[src/rtl/tdc_result_arbiter.sv]
// Round-robin arbiter sharing one UART transmitter between the TDC result channels.
// Each granted result is sent as: HEADER, channel id, data bytes MSB first, XOR checksum.
module tdc_result_arbiter #(
  parameter int         N_CH   = 6,
  parameter int         DATA_W = 24,
  parameter logic [7:0] HEADER = 8'hA5
) (
  input  logic                   clk_i,
  input  logic                   rst_i,
  input  logic [N_CH-1:0]        ch_valid_i,
  input  logic [N_CH*DATA_W-1:0] ch_data_i,
  output logic [N_CH-1:0]        ch_ready_o,
  input  logic                   pause_i,
  input  logic                   tx_busy_i,
  output logic [7:0]             tx_data_o,
  output logic                   new_tx_data_o,
  output logic                   busy_o,
  output logic [2:0]             grant_ch_o
);

  localparam int NB     = DATA_W / 8;
  localparam int NBYTES = NB + 3;
  localparam int IW     = $clog2(NBYTES);
  localparam logic [IW-1:0] LAST_IDX = IW'(NBYTES - 1);

  typedef enum logic [1:0] {IDLE, GRANT, SEND, GUARD} state_t;

  state_t            state_q, state_d;
  logic [N_CH-1:0]   ready_q, ready_d;
  logic [7:0]        txd_q, txd_d;
  logic [7:0]        chk_q, chk_d;
  logic              strobe_q, strobe_d;
  logic              busy_q, busy_d;
  logic [2:0]        grant_q, grant_d;
  logic [2:0]        last_q, last_d;
  logic [DATA_W-1:0] word_q, word_d;
  logic [IW-1:0]     idx_q, idx_d;

  logic              pick_found;
  logic [2:0]        pick_ch;
  logic [DATA_W-1:0] sel_word;
  logic [7:0]        cur_byte;
  logic              is_data_byte;

  // Lowest valid index above last_q wins; otherwise wrap to the lowest at or below it.
  always_comb begin
    pick_found = 1'b0;
    pick_ch    = '0;
    for (int i = N_CH - 1; i >= 0; i--) begin
      if (ch_valid_i[i] && (3'(i) <= last_q)) begin
        pick_found = 1'b1;
        pick_ch    = 3'(i);
      end
    end
    for (int i = N_CH - 1; i >= 0; i--) begin
      if (ch_valid_i[i] && (3'(i) > last_q)) begin
        pick_found = 1'b1;
        pick_ch    = 3'(i);
      end
    end
  end

  always_comb begin
    sel_word = '0;
    for (int i = 0; i < N_CH; i++) begin
      if (grant_q == 3'(i)) sel_word = ch_data_i[i*DATA_W +: DATA_W];
    end
  end

  // word_q is shifted left after each data byte, so its top byte is always the next one.
  always_comb begin
    is_data_byte = (idx_q >= IW'(2)) && (idx_q != LAST_IDX);
    if (idx_q == '0)
      cur_byte = HEADER;
    else if (idx_q == IW'(1))
      cur_byte = {5'b0, grant_q};
    else if (idx_q == LAST_IDX)
      cur_byte = chk_q;
    else
      cur_byte = word_q[DATA_W-1 -: 8];
  end

  always_comb begin
    state_d  = state_q;
    ready_d  = '0;
    txd_d    = txd_q;
    chk_d    = chk_q;
    strobe_d = 1'b0;
    busy_d   = busy_q;
    grant_d  = grant_q;
    last_d   = last_q;
    word_d   = word_q;
    idx_d    = idx_q;
    case (state_q)
      IDLE: begin
        if (!pause_i && pick_found) begin
          grant_d = pick_ch;
          busy_d  = 1'b1;
          ready_d = {{(N_CH-1){1'b0}}, 1'b1} << pick_ch;
          state_d = GRANT;
        end
      end
      GRANT: begin
        word_d  = sel_word;
        idx_d   = '0;
        chk_d   = '0;
        state_d = SEND;
      end
      SEND: begin
        if (!tx_busy_i) begin
          strobe_d = 1'b1;
          txd_d    = cur_byte;
          chk_d    = chk_q ^ cur_byte;
          if (is_data_byte) word_d = word_q << 8;
          state_d  = GUARD;
        end
      end
      GUARD: begin
        if (idx_q == LAST_IDX) begin
          busy_d  = 1'b0;
          last_d  = grant_q;
          state_d = IDLE;
        end else begin
          idx_d   = idx_q + 1'b1;
          state_d = SEND;
        end
      end
      default: state_d = IDLE;
    endcase
  end

  always_ff @(posedge clk_i or posedge rst_i) begin
    if (rst_i) begin
      state_q  <= IDLE;
      ready_q  <= '0;
      txd_q    <= '0;
      chk_q    <= '0;
      strobe_q <= 1'b0;
      busy_q   <= 1'b0;
      grant_q  <= '0;
      last_q   <= 3'(N_CH - 1);
      word_q   <= '0;
      idx_q    <= '0;
    end else begin
      state_q  <= state_d;
      ready_q  <= ready_d;
      txd_q    <= txd_d;
      chk_q    <= chk_d;
      strobe_q <= strobe_d;
      busy_q   <= busy_d;
      grant_q  <= grant_d;
      last_q   <= last_d;
      word_q   <= word_d;
      idx_q    <= idx_d;
    end
  end

  assign ch_ready_o    = ready_q;
  assign tx_data_o     = txd_q;
  assign new_tx_data_o = strobe_q;
  assign busy_o        = busy_q;
  assign grant_ch_o    = grant_q;

endmodule

[config.mk]
export PLATFORM = sky130hd
export DESIGN_NAME = tdc_result_arbiter
export DESIGN_NICKNAME = d
export VERILOG_FILES = /design/src/rtl/tdc_result_arbiter.sv
export SDC_FILE = /design/constraint.sdc
export NUM_CORES = 1
export LEC_CHECK = 0
export ABC_AREA = 1
export ABC_CLOCK_PERIOD_IN_PS = 4900
export CAP_MARGIN = 20
export CORE_MARGIN = 1
export CORE_UTILIZATION = 35
export CTS_CLUSTER_DIAMETER = 150
export DETAILED_ROUTE_END_ITERATION = 8
export PLACE_DENSITY_LB_ADDON = 0.3
export REMOVE_ABC_BUFFERS = 1
export SKIP_LAST_GASP = 1
export SYNTH_ARGS = -nofsm -noshare
export SYNTH_HDL_FRONTEND = slang
export SYNTH_SLANG_ARGS = --single-unit
[constraint.sdc]
create_clock -name clk_i -period 4.9 [get_ports clk_i]
set_input_delay 1.225 -clock clk_i [delete_from_list [all_inputs] [get_ports clk_i]]
set_output_delay 1.225 -clock clk_i [all_outputs]
set_load 0.05 [all_outputs]
==> reports/qor.csv <==
metric;value;unit
grt-ovfl-total;0;
final_nets;856;
drt.antenna.violating_nets;0;
hold_viol_final;0;
antenna_found_initial;0;
rsz0062_at_grt;false;
peakVddDrop;0.252;mV
insertedDiodeCount;0;
period_minus_slack;3.08;ns
drive_above_1_share;6.54;%
grt_first_pass_wirelength;20300;µm
firstDrtPassIters;4;
drc;0;
synth_seq_area_share;38.9;%
power.total;0.00320;W
rows;37;
cellPowerDensity;548;nW/µm²
internal-power;0.00166;W
synth.avg_cell_area;7.11;µm²
critPathKind;reg -> out;
crit_buf_inv;1;
area_delta_synth_final;53.7;%
period_share;62.8;%
yosys_warnings;0;
fp.dieW;106;µm
wl_per_cell;14.6;µm
p_leak;2.64;nW
ys_types;33;
numCtsBuffers;9;
cp-end-kind;primary output;
dieArea;11300;µm²
skew;0.00642;ns
clock_sinks;59;
clkPwrFrac;14.6;%
async_flop_share;100;%
ctsResizeCount;0;
die_h;106;µm
crit_required;3.67;ns
routed_wl;12300;µm
grt_pass1_vias;4357;
initial_core_util;36.5;%
hpwl;9170;µm
final_cell_area;5840;µm²
track_usage;22.6;%
synth_area;3800;µm²
cts-root-buf;clkbuf_8;
final.setup.tns;0;ns
combPwrFrac;58.6;%
setup_slack;1.82;ns
clockBufferDepth;2;
hold_path.class;reg -> reg;
critPathTopFamily;buffers and inverters;
yosys_register_bits;59;
routabilityCongestion;0.849;
slew_headroom;29.9;%
cts_hold_buf;0;
crit_chain;clkdlybuf4s50_1;
cts_setup_buffers;0;
synthFlopType;dfrtp_1;
finalSetupViolCount;0;
synth_cells;534;
clkTransAtPathRegs;0.07;ns
cp-start-kind;flop;
grt_max_degree;33;
reg2reg_slack;2.49;ns
outcome;complete, no violations;
tightest_slew;1.05;ns
io_pins;173;
crit_path_top_delay_cell;clkdlybuf4s50_1;
placed_area;5580;µm²
slowest_delay;0.91;ns
final_cell_count_no_fill;839;
cts_tree;done;
drt_iter0_drc;206;
routed_via_density;5.14;
clock_latency;0.34;ns
htreeDepth;3;
synth-edff-count;0;
p_seq_share;26.9;%
sw_frac_of_total;48.3;%
finalMaxSlewViolations;0;
switchingPower;0.00154;W
dp_slack;2.02;ns
crit_arrival;1.85;ns
core_area;10400;µm²
port_buffers;172;
place_inst;821;
fmax;325;MHz
drv_cap;0;
route.vias.total;4310;
path_max_fanout;8;
-- sequential cells by signal, summed over array words and instances (netlist names) --
signal and flops:
grant_ch_o 3, word_q 24, state_q 2, tx_data_o 8
idx_q 3, last_q 3, new_tx_data_o 1, busy_o 1
chk_q 8, ch_ready_o 6
-- area by class of cell --
| class | count | area (µm²) |
|---|---|---|
| fillers | 987 | 4580 |
| multi-input cells | 405 | 2010 |
| repair buffers | 178 | 1790 |
| flip-flops and latches | 59 | 1480 |
| inverters | 45 | 171 |
| well taps | 136 | 170 |
| clock buffers | 12 | 165 |
| clock inverters | 4 | 47.5 |
-- synth_stat cells, types with 7 or more instances --
| library cell | count | share of area [%] |
|---|---|---|
| nand3_1 | 33 | 4.3 |
| nor2_1 | 28 | 2.8 |
| buf_2 | 12 | 1.6 |
| nand2_1 | 187 | 18 |
| nand4_1 | 18 | 3.0 |
| inv_2 | 9 | 0.89 |
| a21oi_1 | 55 | 7.2 |
| a221oi_1 | 8 | 1.8 |
| clkbuf_1 | 8 | 0.79 |
| o21ai_0 | 19 | 2.5 |
| dfrtp_1 | 57 | 38 |
| a22oi_1 | 7 | 1.4 |
| inv_1 | 35 | 3.5 |
| o211ai_1 | 16 | 3.2 |
| nor3_1 | 7 | 0.92 |
-- final timing paths --
| path | from | endpoint | cells after the start |
|---|---|---|---|
| min | tx_data_o[0] | tx_data_o[0] | 2 |
| min reg2reg | tx_data_o[0] | tx_data_o[0] | 2 |
| min in group asynchronous | rst_i | ch_ready_o[2] | 2 |
| max | grant_ch_o[1] | grant_ch_o[1] | 1 |
| max in group asynchronous | rst_i | idx_q[1] | 3 |
| max reg2reg | grant_ch_o[2] | word_q[15] | 8 |
-- stage by stage --
stage / util (%) / hold slack [ns]
floorplan: - / 0.450
global placement: 53.6 / 0.465
detailed placement: 53.6 / 0.467
CTS: 55.7 / 0.486
global route: 56.0 / 0.500
finish: 56.0 / 0.479
-- power groups by stage --
stage / Clock [W] / Sequential [W] / Combinational (W)
final: 0.000466 / 0.000860 / 0.00187
after global routing: 0.000491 / 0.000887 / 0.00210
after CTS: 0.000473 / 0.000858 / 0.00187
after detailed placement: 0 / 0.000864 / 0.00185
after global placement: 0 / 0.000851 / 0.00181
after floorplan: 0 / 0.00100 / 0.00109
-- layer usage --
layer | GRT usage [%] | share of wire, %
met2 | 41.9 | 52
met4 | 8.23 | 1.6
met5 | 0 | 0
met1 | 25.8 | 41
met3 | 3.74 | 5.1
-- cell families (layout without fill, tap and decap cells) --
family,Yosys count,in the layout,share of synthesized area [%]
simple gates,282,282,32.3
compound gates,118,118,19.1
buf+inv,70,239,8.07
flops,59,59,38.9
fa+ha+maj,4,4,1.32
xor+xnor,1,1,0.231
-- placed cells by master (no fill, tap or decap), drive strengths merged, types with 6 or more instances in the layout --
| cell | n |
|---|---|
| inv | 45 |
| clkdlybuf4s50 | 172 |
| buf | 6 |
| nand4 | 18 |
| clkbuf | 12 |
| nand2 | 188 |
| o21ai | 19 |
| a21oi | 55 |
| nor2 | 33 |
| nand3 | 33 |
| dfrtp | 57 |
| o211ai | 16 |
| a22oi | 7 |
| nor3 | 9 |
| a221oi | 8 |
Power figures use the tool's default switching activity.
